## src/rtl/mem_arbiter_pkg.sv

```systemverilog
`default_nettype none
// ============================================================================
// Module      : mem_arbiter_pkg
// Description : Shared widths, FSM state and grant encodings for mem_arbiter.
// Revision    : 1.0 - initial release
// ============================================================================
package mem_arbiter_pkg;

    localparam int RegBus      = 32;
    localparam int InstAddrBus = 32;

    localparam logic [3:0] c_sel_all = 4'b1111;

    typedef enum logic [2:0] {
        ArbIdle  = 3'd0,
        ArbIbus  = 3'd1,
        ArbDbus  = 3'd2,
        ArbIdone = 3'd3,
        ArbDdone = 3'd4
    } arb_state_e;

    typedef enum logic {
        GrantInst = 1'b0,
        GrantData = 1'b1
    } grant_e;

    // With both ports requesting, the port that did not win last time goes next.
    function automatic grant_e pick_grant(input logic   inst_ce,
                                          input logic   data_ce,
                                          input grant_e last);
        if (inst_ce && data_ce) begin
            return (last == GrantData) ? GrantInst : GrantData;
        end
        return data_ce ? GrantData : GrantInst;
    endfunction

endpackage
`default_nettype wire

```

## src/rtl/mem_arbiter.sv

```systemverilog
`default_nettype none
// ============================================================================
// Module      : mem_arbiter
// Description : Arbitrates fetch and load/store ports onto one req/ack memory.
// Revision    : 1.0 - initial release
// ============================================================================
module mem_arbiter
    import mem_arbiter_pkg::*;
#(
    parameter int AddrWidth = InstAddrBus,
    parameter int DataWidth = RegBus
) (
    input  logic                 clk,
    input  logic                 rst,

    input  logic                 inst_ce_i,
    input  logic [AddrWidth-1:0] inst_addr_i,
    output logic [DataWidth-1:0] inst_data_o,
    output logic                 inst_done_o,
    output logic                 inst_stallreq_o,

    input  logic                 data_ce_i,
    input  logic                 data_we_i,
    input  logic [3:0]           data_sel_i,
    input  logic [AddrWidth-1:0] data_addr_i,
    input  logic [DataWidth-1:0] data_wdata_i,
    output logic [DataWidth-1:0] data_rdata_o,
    output logic                 data_done_o,
    output logic                 data_stallreq_o,

    input  logic                 flush_i,

    output logic                 mem_req_o,
    output logic                 mem_we_o,
    output logic [3:0]           mem_sel_o,
    output logic [AddrWidth-1:0] mem_addr_o,
    output logic [DataWidth-1:0] mem_wdata_o,
    input  logic [DataWidth-1:0] mem_rdata_i,
    input  logic                 mem_ack_i
);

    arb_state_e           state_q,      state_d;
    grant_e               last_grant_q, last_grant_d;
    logic                 discard_q,    discard_d;

    logic                 mem_req_q,    mem_req_d;
    logic                 mem_we_q,     mem_we_d;
    logic [3:0]           mem_sel_q,    mem_sel_d;
    logic [AddrWidth-1:0] mem_addr_q,   mem_addr_d;
    logic [DataWidth-1:0] mem_wdata_q,  mem_wdata_d;

    logic [DataWidth-1:0] inst_data_q,  inst_data_d;
    logic [DataWidth-1:0] data_rdata_q, data_rdata_d;
    logic                 inst_done_q,  inst_done_d;
    logic                 data_done_q,  data_done_d;

    grant_e               w_grant;
    logic                 w_discard;

    always_ff @(posedge clk) begin
        if (rst) begin
            state_q      <= ArbIdle;
            last_grant_q <= GrantInst;
            discard_q    <= 1'b0;
            mem_req_q    <= 1'b0;
            mem_we_q     <= 1'b0;
            mem_sel_q    <= '0;
            mem_addr_q   <= '0;
            mem_wdata_q  <= '0;
            inst_data_q  <= '0;
            data_rdata_q <= '0;
            inst_done_q  <= 1'b0;
            data_done_q  <= 1'b0;
        end else begin
            state_q      <= state_d;
            last_grant_q <= last_grant_d;
            discard_q    <= discard_d;
            mem_req_q    <= mem_req_d;
            mem_we_q     <= mem_we_d;
            mem_sel_q    <= mem_sel_d;
            mem_addr_q   <= mem_addr_d;
            mem_wdata_q  <= mem_wdata_d;
            inst_data_q  <= inst_data_d;
            data_rdata_q <= data_rdata_d;
            inst_done_q  <= inst_done_d;
            data_done_q  <= data_done_d;
        end
    end

    always_comb begin
        state_d      = state_q;
        last_grant_d = last_grant_q;
        discard_d    = discard_q;
        mem_req_d    = mem_req_q;
        mem_we_d     = mem_we_q;
        mem_sel_d    = mem_sel_q;
        mem_addr_d   = mem_addr_q;
        mem_wdata_d  = mem_wdata_q;
        inst_data_d  = inst_data_q;
        data_rdata_d = data_rdata_q;
        inst_done_d  = 1'b0;
        data_done_d  = 1'b0;
        w_grant      = pick_grant(inst_ce_i, data_ce_i, last_grant_q);
        w_discard    = discard_q | flush_i;

        unique case (state_q)
            ArbIdle: begin
                if (inst_ce_i || data_ce_i) begin
                    mem_req_d    = 1'b1;
                    last_grant_d = w_grant;
                    if (w_grant == GrantData) begin
                        state_d     = ArbDbus;
                        mem_we_d    = data_we_i;
                        mem_sel_d   = data_sel_i;
                        mem_addr_d  = data_addr_i;
                        mem_wdata_d = data_wdata_i;
                    end else begin
                        state_d     = ArbIbus;
                        mem_we_d    = 1'b0;
                        mem_sel_d   = c_sel_all;
                        mem_addr_d  = inst_addr_i;
                        mem_wdata_d = '0;
                    end
                end
            end

            // A flush cannot abort the issued request; it only suppresses the result.
            ArbIbus: begin
                discard_d = w_discard;
                if (mem_ack_i) begin
                    mem_req_d = 1'b0;
                    discard_d = 1'b0;
                    if (w_discard) begin
                        state_d = ArbIdle;
                    end else begin
                        state_d     = ArbIdone;
                        inst_data_d = mem_rdata_i;
                        inst_done_d = 1'b1;
                    end
                end
            end

            ArbDbus: begin
                if (mem_ack_i) begin
                    mem_req_d    = 1'b0;
                    state_d      = ArbDdone;
                    data_rdata_d = mem_rdata_i;
                    data_done_d  = 1'b1;
                end
            end

            ArbIdone, ArbDdone: begin
                state_d = ArbIdle;
            end

            default: begin
                state_d = ArbIdle;
            end
        endcase
    end

    assign inst_stallreq_o = ~rst & inst_ce_i & (state_q != ArbIdone);
    assign data_stallreq_o = ~rst & data_ce_i & (state_q != ArbDdone);

    assign inst_data_o  = inst_data_q;
    assign inst_done_o  = inst_done_q;
    assign data_rdata_o = data_rdata_q;
    assign data_done_o  = data_done_q;
    assign mem_req_o    = mem_req_q;
    assign mem_we_o     = mem_we_q;
    assign mem_sel_o    = mem_sel_q;
    assign mem_addr_o   = mem_addr_q;
    assign mem_wdata_o  = mem_wdata_q;

endmodule
`default_nettype wire

```

## config.mk

```make
export PLATFORM = sky130hd
export DESIGN_NAME = mem_arbiter
export DESIGN_NICKNAME = d
export VERILOG_FILES = /design/src/rtl/mem_arbiter_pkg.sv /design/src/rtl/mem_arbiter.sv
export SDC_FILE = /design/constraint.sdc
export NUM_CORES = 1
export LEC_CHECK = 0
export BUFFER_PORTS_ARGS = -buffer_cell sky130_fd_sc_hd__buf_2
export CAP_MARGIN = 20
export CORE_MARGIN = 3
export CORE_UTILIZATION = 41
export DETAILED_ROUTE_END_ITERATION = 12
export PLACE_DENSITY = 0.76
export SLEW_MARGIN = 20
export SYNTH_ARGS = -nofsm -noshare
export SYNTH_HDL_FRONTEND = slang
export SYNTH_SLANG_ARGS = --single-unit
```

## constraint.sdc

```tcl
create_clock -name clk -period 1.4 [get_ports clk]
set_input_delay 0.14 -clock clk [delete_from_list [all_inputs] [get_ports clk]]
set_output_delay 0.14 -clock clk [all_outputs]
set_load 0.1 [all_outputs]
```

==> results.yml, run 1 <==
run_status:
  status: "complete, but fails checks"
  failed_checks: "negative setup slack"
flow_run:
  cap_violations: 0
global_routing:
  grt_pass1_wl_mm: 29.0
  overflow: 0
  grt_max_degree: 101
  antenna_found_initial: 2
  grt_pass1_vias: 5628
  grt_usage_pct: 25.3
synth:
  synth_top_area_share_pct: 52.2
  synth_xor_area_share_pct: 0.162
  synth_top_cells_by_area: "dfxtp_1 52%, nand2_1 9.0%, a211oi_2 7.4%"
  synth_adder_area_share_pct: 0
  synth_area_leader_cell: "dfxtp_1"
  synth_most_common_cell: "dfxtp_1"
  ys_seq_area_share_pct: 52.2
  yosys.area_share.simple_pct: 16.2
  synthMuxAreaShare_pct: 5.92
  syn-cell-area_um2: 5410
  synth_warnings: 0
  synth_edf_count: 0
  syn_inst: 594
  synth_compound_area_share_pct: 19.9
  ys_types: 31
  synth_top_flop_cell: "dfxtp_1"
  synth_seq_cells: 141
  synth_common_cells: "141 x dfxtp_1, 130 x nand2_1, 76 x nor2_1, 69 x a21oi_1, 33 x a22oi_1"
  synth_top_family_by_area: "compound AO/OA/AOI/OAI gates"
  avgSynthCellArea_um2: 9.11
  async_flop_share_pct: 0
  synth_nets: 733
timing:
  slew_headroom_pct: 60.1
  slew_violations: 0
  finalSetupViolations: 113
  fmax_ghz: 0.604
  hold_ws_ps: 47.2
  fin_crit_ps: 1650
  layout_setup_ws_ps: -255
  hold_violations: 0
  rsz0062_at_grt: "yes"
  period_share_pct: 118
  fin_skew_ps: 9.33
  worst_pin_slew_ps: 598
  setup_tns_ps: -16430
clock_network:
  ctsRootBufferMaster: "clkbuf_16"
  cts_htree_levels: 4
  clock_sinks: 141
  clock_path_buffers: 2
  clk_pin_slew_ps: 60
  clk_latency_ps: 410
  cts_tree: "done"
  cts_buffers: 17
finish:
  syn_to_final_growth_pct: 81.3
  final_cells: 1158
  nets: 1112
  drive_gt1_share_pct: 55.7
setup_path:
  path_buf_inv: 4
  cpLargestDelayFamily: "buffers and inverters"
  cpMostUsedCell: "buf_6"
  critical_path_class: "reg -> out"
  start_kind: "register"
  crit_required_ps: 1260
  cp_slowest_cell: "dfxtp_2"
  end_kind: "output port"
  cpPeakStageDelay_ps: 330
  cp_max_fo: 2
  worstPathCellList: "buf_6 > buf_6 > buf_6 > a311oi_4 > buf_12"
  cp.arrival_ps: 1510
placed_design:
  place_hpwl_mm: 11.5
  gp_routability_congestion: 0.788
  numPortBuffers: 276
  placed_cells: 1027
route:
  num_vias: 5962
  dr.pass1.iters: 5
  vias_per_cell: 5.15
  wl_mm: 21.8
  wl_per_cell_um: 18.9
  drtAntennaViolNets: 0
  drtIter0Drc: 298
  drc: 0
power_and_ir_drop:
  power.leakage_uw: 0.00458
  powerDensity_nw_per_um2: 1980
  peakVddDrop_uv: 1240
floorplan:
  die_h_um: 121
  start_util_pct: 42.3
  num_rows: 41
  dieArea_um2: 14600
  die_x_um: 121
  core_um2: 12800
  io_pins: 277
worst_hold_path:
  hold_class: "in -> reg"
-- registers in the layout, summed over array words and instances, names as in the netlist, 3 cells and up --
name and flops:
mem_wdata_o 32, data_rdata_o 32, state_q 3, mem_addr_o 32, inst_data_o 32, mem_sel_o 4
-- cells in the final DEF (no fill, tap or decap), types with 24 or more instances in the layout --
| cell type | instances |
|---|---|
| dlygate4sd3_1 | 68 |
| mux2i_1 | 32 |
| nand2_1 | 75 |
| a211oi_2 | 32 |
| a21oi_2 | 52 |
| a22oi_1 | 26 |
| buf_2 | 264 |
| dfxtp_1 | 138 |
| nand2_4 | 36 |
| nor2_1 | 65 |
| clkbuf_16 | 24 |
-- logic make-up (layout without fill, tap and decap cells) --
logic type / count (synthesis) / in the layout
simple gates: 219 / 219
other cells: 0 / 1
compound gates: 146 / 146
xor+xnor: 1 / 1
buf+inv: 55 / 446
flops: 141 / 141
mux: 32 / 32
-- final timing paths --
| path | to | start | cells past startpoint | slack (ps) |
|---|---|---|---|---|
| min reg2reg | inst_data_o[3] | inst_data_o[3] | 2 | 450 |
| max | inst_stallreq_o | state_q[0] | 5 | -250 |
| max reg2reg | mem_addr_o[7] | state_q[0] | 7 | -250 |
| min | mem_sel_o[2] | data_sel_i[2] | 3 | 50 |
-- report_power, final --
part | total [uW] | switching [uW] | internal [uW]
Sequential | 4970 | 370 | 4600
Clock | 4970 | 1680 | 3290
Combinational | 9460 | 6550 | 2900
Total | 19400 | 8610 | 10800
-- per-layer routing --
metal | wire [um] | track usage (%) | share of wire [%] | vias up
li1 | - | - | - | 2798
met1 | 7690 | 27.3 | 35 | 2786
met2 | 11600 | 45.3 | 53 | 302
met3 | 1600 | 7.51 | 7.3 | 74
met4 | 893 | 11.5 | 4.1 | 2
met5 | 13 | 0 | 0.060 | -
-- what timing repair did --
action / 4_1_cts / 5_1_grt
gates cloned: 7 / 9
hold endpoints to repair: 100 / 0
endpoints found under the setup margin: 103 / 144
setup buffers: 9 / 14
hold buffers: 68 / 0
resized for setup: 48 / 191
pin swaps: 6 / 90
-- worst reg2reg max path: stages (launching register included) --
cell	delay, ps
dfxtp_2	330
buf_6	110
or3_4	420
nor2_8	200
buf_12	150
buf_16	120
nor2_1	60
a211oi_2	200
-- final cells by class --
cell class / count / area, um^2
diodes: 1 / 2.50
repair buffers: 410 / 3100
flip-flops and latches: 141 / 2830
inverters: 5 / 18.8
clock buffers: 20 / 467
well taps: 172 / 215
multi-input cells: 398 / 2990
fillers: 810 / 2970
clock inverters: 11 / 189
-- per-stage QoR --
stage	instance area, um^2	setup WS [ps]	total power [uW]	utilization [%]
3_3_place_gp	7170	-58.5	12400	56.2
5_1_grt	9810	-323	20100	76.8
4_1_cts	8940	-274	18700	70.0
6_report	9810	-255	19400	76.8
3_5_place_dp	7170	-81.4	12500	56.2
2_1_floorplan	5450	-134	11000	-
Power figures use the tool's default switching activity.
==> inputs of run 2 (changes only) <==
BUFFER_PORTS_ARGS = not set   (was -buffer_cell sky130_fd_sc_hd__buf_2)
CORE_AREA = 3 3 106 108   (was not set)
CORE_MARGIN = not set   (was 3)
CORE_UTILIZATION = not set   (was 41)
DIE_AREA = 0 0 109 111   (was not set)
DONT_BUFFER_PORTS = 1   (was not set)
PLACE_DENSITY = 0.67   (was 0.76)
clock period = 2.1 ns   (was 1.4 ns; I/O delays follow)
==> results.yml, run 2 (synthesis results as in run 1) <==
setup_path:
  cp.arrival_ps: 2550
  cpPeakStageDelay_ps: 590
  end_kind: "register"
  cp_max_fo: 32
  start_kind: "register"
  worstPathCellList: "nor2_1 > and3_1 > buf_4 > nand2_1 > a21oi_1 > dlygate4sd3_1"
  cp_slowest_cell: "dlygate4sd3_1"
  crit_required_ps: 2550
  critical_path_class: "reg -> reg"
  r2r_cells: 6
worst_hold_path:
  min_path_cells: 2
  hold_class: "in -> reg"
power_and_ir_drop:
  power.leakage_uw: 0.00373
  peakVddDrop_uv: 953
  powerDensity_nw_per_um2: 1350
  total_power_uw: 11600
clock_network:
  clock_sinks: 141
  clk_pin_slew_ps: 60
  cts_buffers: 17
  clk_latency_ps: 520
  clock_path_buffers: 2
  cts_tree: "done"
  cts_htree_levels: 4
  postCtsSetupBuffers: 0
  ctsRootBufferMaster: "clkbuf_8"
global_routing:
  overflow: 0
  antenna_found_initial: 0
  grt_pass1_vias: 4793
  grt_usage_pct: 24.7
  grt_pass1_wl_mm: 23.6
  grt_max_degree: 144
floorplan:
  num_rows: 37
  die_x_um: 109
  dieArea_um2: 12100
  start_util_pct: 52.4
  io_pins: 277
  core_um2: 10300
  die_h_um: 111
run_status:
  failed_checks: "negative hold slack, negative setup slack"
  status: "complete, but fails checks"
finish:
  syn_to_final_growth_pct: 59.8
  fin_util_pct: 83.7
  final_cells: 1011
  nets: 1001
  most-common-layout-cells: "150 x dlygate4sd3_1, 143 x buf_4, 138 x dfxtp_1"
  drive_gt1_share_pct: 25.4
  layout_commonest_cell: "dlygate4sd3_1"
  antenna_cells: 0
timing:
  layout_setup_ws_ps: -1.58
  slew_violations: 0
  worst_pin_slew_ps: 438
  finalSetupViolations: 1
  fin_skew_ps: 13.3
  fin_crit_ps: 2100
  hold_violations: 2
  hold_ws_ps: -9.18
  slew_headroom_pct: 70.8
  fmax_ghz: 0.476
  period_share_pct: 100
route:
  wl_per_cell_um: 20.0
  drtAntennaViolNets: 0
  vias_per_cell: 5.54
  dr.pass1.iters: 5
  drc: 0
  drtIter0Drc: 423
  num_vias: 5599
  wl_mm: 20.2
flow_run:
  cap_violations: 0
placed_design:
  place_hpwl_mm: 10.2
  placed_cells: 827
  gp_routability_congestion: 0.838
  numPortBuffers: 0
  dp_slack_ps: 441
-- run 2: power by group --
part | total, uW | internal (uW) | switching [uW]
sequential | 3260 | 3060 | 200
combinational | 5340 | 1370 | 3980
clock | 3040 | 1850 | 1190
total | 11600 | 6280 | 5370
-- run 2: layout make-up --
cell class | count | area, um^2
well taps | 136 | 170
multi-input cells | 398 | 2330
inverters | 5 | 18.8
repair buffers | 299 | 2700
fillers | 516 | 1680
flip-flops and latches | 141 | 2830
clock buffers | 19 | 432
clock inverters | 13 | 166
-- run 2: path summary, 6_finish.rpt --
check             startpoint          endpoint  slack [ps]
max               state_q[2]  data_rdata_o[29]          -2
min          data_addr_i[18]    mem_addr_o[18]          -9
max reg2reg       state_q[2]  data_rdata_o[29]          -2
min reg2reg   inst_data_o[7]    inst_data_o[7]         450
-- run 2: stage by stage --
stage | setup TNS, ps | cell area [um^2]
after global placement | 0 | 6460
after CTS | 0 | 7530
final | -1.58 | 8640
after detailed placement | 0 | 6460
after floorplan | 0 | 5430
after global routing | -396 | 8640
-- run 2: repair_timing --
| item | in CTS | in global routing |
|---|---|---|
| hold buffers | 48 | 103 |
| gates resized for setup | 0 | 9 |
| endpoints found under the setup margin | 0 | 28 |
| endpoints found under the hold margin | 141 | 94 |
-- run 2: layer usage --
layer | global-route usage (%) | vias to the layer above | part of all wire (%) | wire length, um
met5 | 0 | - | 0 | 0
met4 | 10.9 | 0 | 4.8 | 969
met3 | 9.20 | 82 | 9.1 | 1840
met2 | 43.8 | 324 | 53 | 10600
met1 | 25.4 | 2631 | 33 | 6760
li1 | - | 2562 | - | -
-- run 2: critical path, delay by kind of cell (launching register included) --
kind,cells,cell delay (ps)
compound gates,1,200
buf+inv,2,930
flops,1,370
simple gates,3,540
==> inputs of run 3 (changes only) <==
ABC_AREA = 1   (was not set)
PLACE_DENSITY = 0.69   (was 0.67)
SETUP_SLACK_MARGIN = 0.5   (was not set)
clock period = 1.8 ns   (was 2.1 ns; I/O delays follow)
==> results.yml, run 3 <==
run_status:
  status: "complete, but fails checks"
  failed_checks: "negative hold slack"
placed_design:
  place_hpwl_mm: 10.9
  numPortBuffers: 0
  gp_routability_congestion: 0.824
  placed_cells: 938
route:
  dr.pass1.iters: 7
  drtAntennaViolNets: 0
  wl_mm: 20.7
  drc: 0
  drtIter0Drc: 561
  vias_per_cell: 5.95
  wl_per_cell_um: 21.0
  num_vias: 5858
global_routing:
  grt_pass1_wl_mm: 26.9
  overflow: 0
  grt_pass1_vias: 5366
  grt_usage_pct: 28.0
  grt_max_degree: 144
  antenna_found_initial: 0
timing:
  setup_tns_ps: 0
  fmax_ghz: 0.603
  fin_skew_ps: 11.6
  rsz0062_at_grt: "yes"
  period_share_pct: 92.2
  worst_pin_slew_ps: 302
  fin_crit_ps: 1660
  finalSetupViolations: 0
  hold_ws_ps: -257
  slew_violations: 0
  slew_headroom_pct: 79.9
  hold_violations: 141
floorplan:
  die_x_um: 109
  num_rows: 37
  io_pins: 277
  core_um2: 10300
  start_util_pct: 52.5
  die_h_um: 111
  dieArea_um2: 12100
clock_network:
  ctsRootBufferMaster: "clkbuf_8"
  cts_tree: "done"
  clock_path_buffers: 2
  clk_latency_ps: 520
  cts_htree_levels: 4
  clock_sinks: 141
  clk_pin_slew_ps: 60
  cts_buffers: 17
finish:
  syn_to_final_growth_pct: 56.1
  drive_gt1_share_pct: 29.3
  nets: 975
  final_cells: 985
  antenna_cells: 0
  layout_commonest_cell: "nand2_1"
  most-common-layout-cells: "210 x nand2_1, 136 x a21oi_1, 108 x dfxtp_1"
synth:
  synth_nets: 848
  synth_warnings: 0
  synth_top_flop_cell: "dfxtp_1"
  avgSynthCellArea_um2: 7.64
  synth_area_leader_cell: "dfxtp_1"
  synth_top_family_by_area: "simple AND/OR/NAND/NOR gates"
  synth_xor_area_share_pct: 0
  synth_top_cells_by_area: "dfxtp_1 52%, nand2_1 15%, a21oi_1 13%"
  synth_most_common_cell: "nand2_1"
  synth_common_cells: "213 x nand2_1, 141 x dfxtp_1, 139 x a21oi_1, 69 x nand3_1, 39 x inv_1"
  ys_types: 20
  syn-cell-area_um2: 5420
  synth_compound_area_share_pct: 18.3
  yosys.area_share.simple_pct: 21.9
  synth_edf_count: 0
  synth_adder_area_share_pct: 0
  synth_top_area_share_pct: 52.1
  synthMuxAreaShare_pct: 0
  async_flop_share_pct: 0
  ys_seq_area_share_pct: 52.1
  synth_seq_cells: 141
  syn_inst: 709
setup_path:
  end_kind: "output port"
  critical_path_class: "reg -> out"
  start_kind: "register"
  crit_required_ps: 1620
  cp_max_fo: 4
  cp.arrival_ps: 1480
power_and_ir_drop:
  powerDensity_nw_per_um2: 1450
  peakVddDrop_uv: 841
  total_power_uw: 12200
  power.leakage_uw: 0.00338
flow_run:
  cap_violations: 0
worst_hold_path:
  hold_class: "in -> reg"
## run 3: worst max-delay path: stages (launching register included)
cell and delay (ps):
dfxtp_4 380, inv_2 80, a311oi_4 280, buf_12 220
## run 3: final timing paths
kind                    from  depth (start not counted)  slack (ps)         endpoint
max               state_q[2]                          3         140  inst_stallreq_o
min                      rst                          1        -260   mem_addr_o[29]
max reg2reg       state_q[2]                          7         180  mem_wdata_o[13]
min reg2reg  inst_data_o[15]                          2         490  inst_data_o[15]
## run 3: cells by family (layout without fill, tap and decap cells)
family / Yosys count / count (layout)
AOI/OAI and AO/OA: 178 / 178
buffers and inverters: 99 / 239
DFF: 141 / 141
and+or+nand+nor: 291 / 291
## run 3: cell type report
class                           instances  area, um^2
Tap cell                              136         170
Fill cell                             549        1860
Inverter                               44         176
Clock buffer                           19         442
Clock inverter                         13         139
Multi-Input combinational cell        469        2260
Timing Repair Buffer                  161        2380
Timing Repair inverter                  2        27.5
Sequential cell                       141        2870
## run 3: per-layer routing
layer	vias to the layer above	part of all wire [%]	routed length (um)	track usage, %
li1	2607	-	-	-
met1	2743	34	7060	30.7
met2	418	50	10400	48.3
met3	90	10	2160	9.14
met4	0	5.1	1050	12.5
met5	-	0	0	0
## run 3: stage by stage
| stage | utilization (%) | cell area (um^2) | worst slack [ps] |
|---|---|---|---|
| floorplan | - | 5500 | 198 |
| global placement | 63.3 | 6530 | 277 |
| detailed placement | 63.3 | 6530 | 190 |
| CTS | 76.6 | 7910 | 161 |
| global route | 81.9 | 8460 | 85.4 |
| finish | 81.9 | 8460 | 141 |
## run 3: what timing repair did
item                                    in CTS  in global routing
pin swaps                                    1                  1
endpoints found under the setup margin     244                192
setup buffers                                6                  2
resized for setup                          177                139
endpoints found under the hold margin      141                141
cloned                                       5                  2
## run 3: where the power goes
part	switching (uW)	internal, uW	total, uW
Clock	1380	2050	3430
Sequential	238	3480	3720
Combinational	3600	1490	5090
